--- config.mk ---
export PLATFORM = sky130hd
export DESIGN_NAME = key_press_gen
export DESIGN_NICKNAME = d
export VERILOG_FILES = /design/src/rtl/key_pkg.sv /design/src/rtl/key_press_gen_lfsr16.sv /design/src/rtl/key_press_gen.sv
export SDC_FILE = /design/constraint.sdc
export NUM_CORES = 1
export LEC_CHECK = 0
export ABC_AREA = 1
export BUFFER_PORTS_ARGS = -buffer_cell sky130_fd_sc_hd__clkbuf_2
export CAP_MARGIN = 40
export CORE_UTILIZATION = 39
export CTS_CLUSTER_SIZE = 10
export DETAILED_ROUTE_END_ITERATION = 12
export PLACE_DENSITY = 0.59
export SYNTH_ARGS = -nofsm -noshare
export SYNTH_HDL_FRONTEND = slang
export SYNTH_SLANG_ARGS = --single-unit
--- constraint.sdc ---
create_clock -name i_clk -period 5.57 [get_ports i_clk]
set_clock_uncertainty 0.1 [all_clocks]
set_input_delay 1.114 -clock i_clk [delete_from_list [all_inputs] [get_ports i_clk]]
set_output_delay 1.114 -clock i_clk [all_outputs]
set_load 0.01 [all_outputs]
--- src/rtl/key_pkg.sv ---
// ---------------------------------------------------------------------------
// key_pkg
//   Shared definitions for the key-press emulator: FSM state encoding, the
//   LFSR feedback tap mask, the fallback seed and the LFSR step function.
// ---------------------------------------------------------------------------
package key_pkg;

    typedef enum logic [2:0] {
        StIdle,
        StPressBnc,
        StHold,
        StRelBnc,
        StDone
    } key_state_e;

    // Fibonacci taps for x^16 + x^14 + x^13 + x^11 + 1 (bits 15, 13, 12, 10).
    localparam logic [15:0] LFSR_TAP_MASK     = 16'hB400;
    localparam logic [15:0] LFSR_DEFAULT_SEED = 16'hACE1;

    // Shift left, feedback enters at bit 0.
    function automatic logic [15:0] lfsr_next(input logic [15:0] q);
        return {q[14:0], ^(q & LFSR_TAP_MASK)};
    endfunction

endpackage

--- src/rtl/key_press_gen_lfsr16.sv ---
// ---------------------------------------------------------------------------
// lfsr16
//   16-bit maximal-length Fibonacci LFSR used as the chatter source.
// Ports
//   i_clk   clock, rising edge
//   i_rst   asynchronous active-high reset, loads the seed
//   i_en    advance one step this cycle
//   i_seed  reset value; zero is replaced so the register never locks up
//   o_q     current LFSR state
// ---------------------------------------------------------------------------
module lfsr16
    import key_pkg::*;
(
    input  logic        i_clk,
    input  logic        i_rst,
    input  logic        i_en,
    input  logic [15:0] i_seed,
    output logic [15:0] o_q
);

    logic [15:0] r_q;
    logic [15:0] w_seed;

    // An all-zero state is a fixed point of the feedback, so it is never loaded.
    assign w_seed = (i_seed == 16'h0000) ? LFSR_DEFAULT_SEED : i_seed;

    always_ff @(posedge i_clk or posedge i_rst) begin
        if (i_rst) begin
            r_q <= w_seed;
        end else if (i_en) begin
            r_q <= lfsr_next(r_q);
        end
    end

    assign o_q = r_q;

endmodule

--- src/rtl/key_press_gen.sv ---
// ---------------------------------------------------------------------------
// key_press_gen
//   Emulates an active-low mechanical key: one accepted start produces press
//   chatter, a clean low hold, release chatter, then a one-cycle done pulse.
// Ports
//   i_clk          clock, rising edge
//   i_rst          asynchronous active-high reset
//   i_start        press request, only honoured in idle
//   i_hold_cycles  clean-low length, latched on accepted start (0 acts as 1)
//   o_busy         high for every waveform cycle (chatter + hold)
//   o_done         one-cycle pulse the cycle after o_busy falls
//   o_key_n        emulated key level, registered
// ---------------------------------------------------------------------------
module key_press_gen
    import key_pkg::*;
#(
    parameter int unsigned BOUNCE_CYC = 20,
    parameter int unsigned HOLD_W     = 16,
    parameter logic [15:0] LFSR_SEED  = 16'hACE1
) (
    input  logic              i_clk,
    input  logic              i_rst,
    input  logic              i_start,
    input  logic [HOLD_W-1:0] i_hold_cycles,
    output logic              o_busy,
    output logic              o_done,
    output logic              o_key_n
);

    localparam int unsigned BNC_W   = $clog2(BOUNCE_CYC + 1);
    localparam int unsigned CNT_W   = (BNC_W > HOLD_W) ? BNC_W : HOLD_W;
    localparam bit          HAS_BNC = (BOUNCE_CYC != 0);
    localparam logic [CNT_W-1:0] BNC_LAST = HAS_BNC ? CNT_W'(BOUNCE_CYC - 1) : '0;

    key_state_e        r_state, w_state_next;
    logic [CNT_W-1:0]  r_cnt, w_cnt_next;
    logic [HOLD_W-1:0] r_hold, w_hold_next;
    logic [HOLD_W-1:0] w_hold_last;
    logic              r_busy, r_done, r_key_n;
    logic              w_busy_next, w_done_next, w_key_n_next;
    logic [15:0]       w_lfsr_q;
    logic              w_unused_lfsr;

    // Only bit 0 drives the key; the rest is kept for observability.
    assign w_unused_lfsr = ^w_lfsr_q[15:1];

    // Last counter value of the hold phase; zero hold behaves as one cycle.
    assign w_hold_last = (r_hold == '0) ? '0 : r_hold - 1'b1;

    // LFSR steps on every waveform cycle so each burst differs from the last.
    lfsr16 u_lfsr (
        .i_clk  (i_clk),
        .i_rst  (i_rst),
        .i_en   (w_busy_next),
        .i_seed (LFSR_SEED),
        .o_q    (w_lfsr_q)
    );

    // State, counter and latched hold length.
    always_ff @(posedge i_clk or posedge i_rst) begin
        if (i_rst) begin
            r_state <= StIdle;
            r_cnt   <= '0;
            r_hold  <= '0;
        end else begin
            r_state <= w_state_next;
            r_cnt   <= w_cnt_next;
            r_hold  <= w_hold_next;
        end
    end

    // Next-state logic; the counter restarts at zero on every phase change.
    always_comb begin
        w_state_next = r_state;
        w_cnt_next   = r_cnt + 1'b1;
        w_hold_next  = r_hold;
        case (r_state)
            StIdle: begin
                w_cnt_next = '0;
                if (i_start) begin
                    w_hold_next  = i_hold_cycles;
                    w_state_next = HAS_BNC ? StPressBnc : StHold;
                end
            end
            StPressBnc: begin
                if (r_cnt == BNC_LAST) begin
                    w_cnt_next   = '0;
                    w_state_next = StHold;
                end
            end
            StHold: begin
                if (r_cnt == CNT_W'(w_hold_last)) begin
                    w_cnt_next   = '0;
                    w_state_next = HAS_BNC ? StRelBnc : StDone;
                end
            end
            StRelBnc: begin
                if (r_cnt == BNC_LAST) begin
                    w_cnt_next   = '0;
                    w_state_next = StDone;
                end
            end
            StDone: begin
                w_cnt_next   = '0;
                w_state_next = StIdle;
            end
            default: begin
                w_cnt_next   = '0;
                w_state_next = StIdle;
            end
        endcase
    end

    // Output decode from the current state; registered below, hence the
    // one-cycle lag between a state and its visible waveform bit.
    always_comb begin
        w_busy_next  = 1'b0;
        w_done_next  = 1'b0;
        w_key_n_next = 1'b1;
        case (r_state)
            StPressBnc, StRelBnc: begin
                w_busy_next  = 1'b1;
                w_key_n_next = w_lfsr_q[0];
            end
            StHold: begin
                w_busy_next  = 1'b1;
                w_key_n_next = 1'b0;
            end
            StDone: begin
                w_done_next = 1'b1;
            end
            default: begin
                w_busy_next  = 1'b0;
            end
        endcase
    end

    always_ff @(posedge i_clk or posedge i_rst) begin
        if (i_rst) begin
            r_busy  <= 1'b0;
            r_done  <= 1'b0;
            r_key_n <= 1'b1;
        end else begin
            r_busy  <= w_busy_next;
            r_done  <= w_done_next;
            r_key_n <= w_key_n_next;
        end
    end

    assign o_busy  = r_busy;
    assign o_done  = r_done;
    assign o_key_n = r_key_n;

endmodule

==> results of run 1 <==
how the worst max path moves through the flow:
stage	end	slack (ns)	cells after the start
2_1_floorplan	o_busy$_DFF_PP0_	3.06	1
3_3_place_gp	r_hold[2]$_DFFE_PP0P_	2.84	3
3_5_place_dp	r_cnt[10]$_DFF_PP0_	3.01	13
4_1_cts	r_state[2]$_DFFE_PP0P_	2.98	14
5_1_grt	r_state[0]$_DFFE_PP0P_	2.71	14
6_report	r_state[2]$_DFFE_PP0P_	3.00	14
logic make-up (layout without fill, tap and decap cells):
group | after synthesis | count (layout)
mux | 2 | 2
fa+ha+maj | 2 | 2
flops | 54 | 54
compound gates | 60 | 60
xor+xnor | 14 | 14
simple gates | 216 | 216
buf+inv | 66 | 87
report_power, final:
part	total [mW]	switching, mW	internal (mW)	leakage (nW)
Combinational	0.609	0.403	0.206	0.845
Clock	0.238	0.145	0.0930	0.0491
Sequential	0.566	0.0875	0.479	0.659
Total	1.41	0.636	0.777	1.55
cells in the final DEF, fill, tap and decap left out, drive strengths merged, types with 2 or more instances in the layout:
cell	Yosys	routed
ha	2	2
nand4	16	16
o21ai	25	25
dfrtp	45	45
inv	55	57
dfstp	9	9
xor2	11	11
nor2	52	52
mux2	2	2
buf	5	3
nor3	5	5
nor4	4	4
nand2	104	104
nand3	34	34
clkbuf	6	26
xnor2	3	3
a21oi	30	30
worst reg2reg max path: cells and delay by family (launching register included):
family | cells | cell delay, ns
adders and majority gates | 1 | 0.22
buffers and inverters | 1 | 0.11
DFF | 1 | 0.39
and+or+nand+nor | 12 | 1.68
sequential cells by signal, summed over array words and instances, names as in the netlist:
register / cells
r_state: 3
u_lfsr.o_q: 16
o_done: 1
r_cnt: 16
o_key_n: 1
o_busy: 1
r_hold: 16
final cells by class:
cell class | count | area [um^2] | area share [%]
Clock buffer | 5 | 68.8 | 2.00
Inverter | 55 | 206 | 6.01
Tap cell | 102 | 128 | 3.71
Timing Repair Buffer | 24 | 143 | 4.15
Sequential cell | 54 | 1360 | 39.7
Multi-Input combinational cell | 294 | 1500 | 43.7
Clock inverter | 3 | 26.3 | 0.765
metal layers:
metal | part of all wire (%) | global-route usage (%) | vias up
li1 | - | - | 1372
met1 | 46 | 22.5 | 1228
met2 | 49 | 32.3 | 41
met3 | 3.6 | 3.23 | 8
met4 | 1.6 | 5.73 | 0
met5 | 0 | 0 | -
metrics by stage:
step | setup WS (ns) | hold slack (ns) | area (um^2)
final | 3.00 | 0.394 | 3440
after global routing | 2.71 | 0.423 | 3440
after global placement | 2.84 | 0.369 | 3310
after floorplan | 3.06 | 0.349 | 3150
after CTS | 2.98 | 0.394 | 3440
after detailed placement | 3.01 | 0.374 | 3340
==> flow_metrics.py, run 1 <==
metrics = {
    "status": {
        "outcome": "complete, no violations",
    },
    "global_route": {
        "antenna_found_initial": 0,
        "grt_pass1_wl_um": 12300,
        "grt_pass1_vias": 2713,
        "grt_max_degree": 55,
        "track_usage_pct": 18.2,
        "overflow": 0,
    },
    "routing": {
        "route.detailed.drc": 0,
        "drtAntennaViolNets": 0,
        "firstDrtPassIters": 4,
        "wl_um": 6870,
        "avgViaCountPerCell": 4.93,
        "vias": 2649,
        "drtIter0Drc": 115,
        "routedWlPerCell_um": 12.8,
    },
    "critical_path": {
        "worstSetupEndpointType": "flop",
        "worstSetupPathType": "flop to flop",
        "cp_common_cell": "nand2_1",
        "max_stage_delay_ns": 0.39,
        "slowest_stage": "dfrtp_1",
        "crit_family": "simple AND/OR/NAND/NOR gates",
        "r2r_end": "r_state[2]$_DFFE_PP0P_",
        "crit_fanout": 32,
        "cp_data_required_time_ns": 5.72,
        "start_kind": "flop",
        "worstPathCellList": "inv_2 -> ha_1 -> nand2_2 -> nor2_1 -> nand2_2 -> nand3_1 -> nand2_1 -> nand2_1 -> nand2_1 -> nor2_1 -> nand3_2 -> nand2_4 -> nand2_1 -> nor2_1",
        "cp.arrival_ns": 2.72,
        "rr_worst_depth": 14,
        "r2r_slack_ns": 3.00,
        "cp-startpoint": "r_hold[0]$_DFFE_PP0P_",
        "worst-path-buf-inv": 1,
        "worstReg2RegStart": "r_hold[0]$_DFFE_PP0P_",
    },
    "clocking": {
        "cts_resized": 0,
        "clock-sinks": 54,
        "cts_buffers": 5,
        "clockRootBuffer": "clkbuf_8",
        "post-cts-setup-buffer-count": 0,
        "htree_levels": 2,
        "cts_tree": "done",
        "insertion_delay_ns": 0.32,
        "cts_hold_buf": 0,
        "clock_path_buffers": 2,
        "clk_pin_slew_ns": 0.11,
    },
    "cells_and_area": {
        "antenna_cells": 0,
        "nNetsFinal": 455,
        "fin_util_pct": 44.2,
        "drive_above_1_share_pct": 16.8,
        "fill_cells": 827,
        "syn2layout_area_growth_pct": 9.23,
        "stdcell_count": 537,
    },
    "timing": {
        "hold_viol_final": 0,
        "tightest_slew_ns": 0.678,
        "period_minus_slack_ns": 2.57,
        "relSlewSlack_pct": 54.8,
        "setup_violations": 0,
        "tns_ns": 0,
        "slew_violations": 0,
        "fmax_mhz": 389,
        "rsz0062_at_grt": "false",
        "min_period_over_period_pct": 46.2,
    },
    "synthesis": {
        "syn_inst": 414,
        "synth_compound_area_share_pct": 11.6,
        "synth_top_family_by_area": "simple AND/OR/NAND/NOR gates",
        "synth.most_common_cell": "nand2_1",
        "synthMuxAreaShare_pct": 0.716,
        "ys_ff_latch": 54,
        "synth_xor_area_share_pct": 3.90,
        "yosysTopAreaCellShare_pct": 35.8,
        "synth_fa_ha_area_share_pct": 0.796,
        "synth_area_um2": 3150,
        "yosysSeqAreaShare_pct": 43.3,
        "synthSimpleGateAreaFrac_pct": 30.7,
        "synth_area_leader_cell": "dfrtp_1",
        "synth_ff_type": "dfrtp_1",
        "yosysWarnings": 0,
        "synth_fp_nets": 435,
        "synthesis.area_per_instance_um2": 7.60,
        "synth_edf_count": 0,
        "ys_top_cells_by_area": "dfrtp_1 36%, nand2_1 12%, dfstp_2 7.5%",
        "synthDistinctLibCells": 34,
        "ys_top_cells_by_count": "99 x nand2_1, 51 x inv_1, 45 x dfrtp_1, 45 x nor2_1, 33 x nand3_1",
        "async_reset_ff_share_pct": 100,
    },
    "worst_hold_path": {
        "hp-class": "flop to flop",
        "holdPathEnd": "r_cnt[0]$_DFF_PP0_",
        "min_from": "r_cnt[0]$_DFF_PP0_",
        "hold_depth": 1,
    },
    "placement": {
        "post-place-cells": 529,
        "gp_congestion": 0.825,
        "hpwlAfterDp_um": 5110,
        "portBuffers": 21,
    },
    "floorplan": {
        "core_area_um2": 7770,
        "start_util_pct": 40.5,
        "die-area_um2": 8430,
        "die_h_um": 91.8,
        "die_w_um": 91.8,
        "rows": 32,
        "io_pins": 22,
    },
    "power": {
        "p_per_area_nw_per_um2": 411,
        "peakVddDrop_v": 0.000185,
        "power.leakage_nw": 1.55,
        "power_mw": 1.41,
    },
    "run": {
        "cap_violations": 0,
    },
}
(Power assumes the default switching activity.)
==> run 2: changes to the inputs <==
ABC_AREA = 0   (was 1)
PLACE_DENSITY = 0.58   (was 0.59)
clock period = 2.45 ns   (was 5.57 ns; I/O delays follow)
==> flow_metrics.py, run 2 <==
metrics = {
    "clocking": {
        "clock-sinks": 54,
        "clockRootBuffer": "clkbuf_8",
        "insertion_delay_ns": 0.32,
        "cts_tree": "done",
        "htree_levels": 2,
        "clock_path_buffers": 2,
        "cts_hold_buf": 0,
        "cts_buffers": 5,
        "clk_pin_slew_ns": 0.11,
    },
    "floorplan": {
        "rows": 33,
        "die_h_um": 93.5,
        "core_area_um2": 8180,
        "io_pins": 22,
        "die-area_um2": 8750,
        "start_util_pct": 40.0,
        "die_w_um": 93.5,
    },
    "placement": {
        "hpwlAfterDp_um": 5880,
        "pre_cts_slack_ns": -0.617,
        "portBuffers": 21,
        "post-place-cells": 493,
        "gp_congestion": 0.875,
        "placed_area_um2": 3770,
    },
    "synthesis": {
        "ys_top_cells_by_count": "64 x nand2_1, 45 x dfrtp_1, 20 x clkbuf_1, 16 x xnor2_1, 15 x mux2_2",
        "yosysWarnings": 0,
        "synth_ff_type": "dfrtp_1",
        "yosysSeqAreaShare_pct": 41.7,
        "ys_ff_latch": 54,
        "synthesis.area_per_instance_um2": 9.52,
        "syn_inst": 343,
        "synthDistinctLibCells": 59,
        "synth_edf_count": 0,
        "synth_area_um2": 3270,
        "yosysTopAreaCellShare_pct": 34.5,
        "async_reset_ff_share_pct": 100,
        "synth_fp_nets": 364,
        "synth_area_leader_cell": "dfrtp_1",
        "synth.most_common_cell": "nand2_1",
        "ys_top_cells_by_area": "dfrtp_1 34%, nand2_1 7.4%, dfstp_2 7.2%",
    },
    "critical_path": {
        "cp.arrival_ns": 3.09,
        "cp_data_required_time_ns": 2.59,
        "worstSetupEndpointType": "flop",
        "crit_fanout": 8,
        "worstSetupPathType": "flop to flop",
        "start_kind": "flop",
    },
    "cells_and_area": {
        "antenna_cells": 0,
        "nNetsFinal": 421,
        "stdcell_count": 506,
        "postLayoutCellArea_um2": 4060,
        "final_common_cell": "nand2_1",
        "syn2layout_area_growth_pct": 24.3,
        "fin_util_pct": 49.7,
        "drive_above_1_share_pct": 38.4,
        "final_cell_mix": "64 x nand2_1, 51 x buf_4, 44 x dfrtp_1",
    },
    "global_route": {
        "grt_pass1_wl_um": 13300,
        "grt_pass1_vias": 2691,
        "grt_max_degree": 22,
        "overflow": 0,
        "track_usage_pct": 19.6,
        "antenna_found_initial": 0,
    },
    "routing": {
        "routedWlPerCell_um": 16.2,
        "drtAntennaViolNets": 0,
        "vias": 2809,
        "wl_um": 8200,
        "avgViaCountPerCell": 5.55,
        "firstDrtPassIters": 4,
        "route.detailed.drc": 0,
        "drtIter0Drc": 138,
    },
    "timing": {
        "rsz0062_at_grt": "true",
        "relSlewSlack_pct": 70.1,
        "fmax_mhz": 338,
        "period_minus_slack_ns": 2.96,
        "min_period_over_period_pct": 121,
        "slew_violations": 0,
        "tightest_slew_ns": 0.446,
        "hold_viol_final": 0,
        "setup_slack_ns": -0.506,
        "hold_ws_ns": 0.00881,
        "setup_violations": 17,
    },
    "status": {
        "violations": "setup timing",
        "outcome": "finished, violations left",
    },
    "worst_hold_path": {
        "hp-class": "input pin to asynchronous set/reset pin",
    },
    "power": {
        "peakVddDrop_v": 0.000360,
        "power.leakage_nw": 1.71,
        "p_per_area_nw_per_um2": 776,
    },
    "run": {
        "cap_violations": 0,
    },
}
==> run 2: cell count changes after synthesis, sizes merged, moves of 16 or more <==
| cell | change |
|---|---|
| a211oi | +17 |
| inv | -44 |
| o21ai | -16 |
| nand3 | -24 |
| nand2 | -40 |
| a21oi | -22 |
| nor2 | -40 |
==> run 2: repair_timing <==
action | in CTS | in global routing
cloned | 1 | 0
pin swaps | 4 | 5
setup endpoints to repair | 17 | 17
gates resized for setup | 14 | 13
setup buffers | 1 | 4
==> run 2: power breakdown <==
part / switching [mW] / internal [mW]
clock: 0.326 / 0.311
combinational: 0.710 / 0.627
sequential: 0.168 / 1.01
==> run 2: logic make-up after synthesis <==
family	after synthesis	share of synthesized area, %
mux	20	6.74
xor+xnor	28	7.51
buf+inv	37	4.94
fa+ha+maj	2	0.766
simple gates	148	24.8
flops	54	41.7
compound gates	54	13.6
==> run 2: final cells by class <==
| cell class | count | area [um^2] |
|---|---|---|
| Clock buffer | 5 | 68.8 |
| Timing Repair Buffer | 74 | 519 |
| Sequential cell | 54 | 1360 |
| Fill cell | 752 | 4110 |
| Multi-Input combinational cell | 253 | 1890 |
| Clock inverter | 3 | 47.5 |
| Tap cell | 105 | 131 |
| Inverter | 12 | 45.0 |
==> run 2: worst max-delay path, cell delays in order, from the launching register on <==
cell       delay, ns
dfrtp_2         0.47
or4_1           0.59
nor4_4          0.32
mux2_2          0.39
o2111ai_1       0.16
nor4_4          0.11
a311o_2         0.53
a211oi_2        0.21
==> run 2: final timing paths <==
check / slack [ns] / cells after the start / end / start
min reg2reg: 0.36 / 2 / u_lfsr.o_q[6]$_DFFE_PP1P_ / u_lfsr.o_q[5]$_DFFE_PP1P_
max: -0.51 / 7 / r_cnt[7]$_DFF_PP0_ / r_hold[3]$_DFFE_PP0P_
max in group asynchronous: 1.58 / 3 / u_lfsr.o_q[5]$_DFFE_PP1P_ / i_rst
min: 0.009 / 2 / r_hold[10]$_DFFE_PP0P_ / i_rst
min in group i_clk: 0.27 / 3 / r_hold[15]$_DFFE_PP0P_ / i_hold_cycles[15]
max reg2reg: -0.51 / 7 / r_cnt[7]$_DFF_PP0_ / r_hold[3]$_DFFE_PP0P_
==> run 2: per-stage QoR <==
| stage | TNS, ns | total power [mW] |
|---|---|---|
| after global routing | -9.67 | 3.33 |
| after floorplan | -7.11 | 1.95 |
| after CTS | -7.90 | 3.06 |
| final | -8.31 | 3.15 |
| after detailed placement | -9.52 | 2.36 |
| after global placement | -9.33 | 2.34 |
==> run 2: per-layer routing <==
layer,vias to the layer above,global-route usage (%),wire length (um)
met3,22,4.07,424
li1,1336,-,-
met5,-,0,0
met2,72,32.4,3810
met4,0,6.54,208
met1,1379,25.5,3760
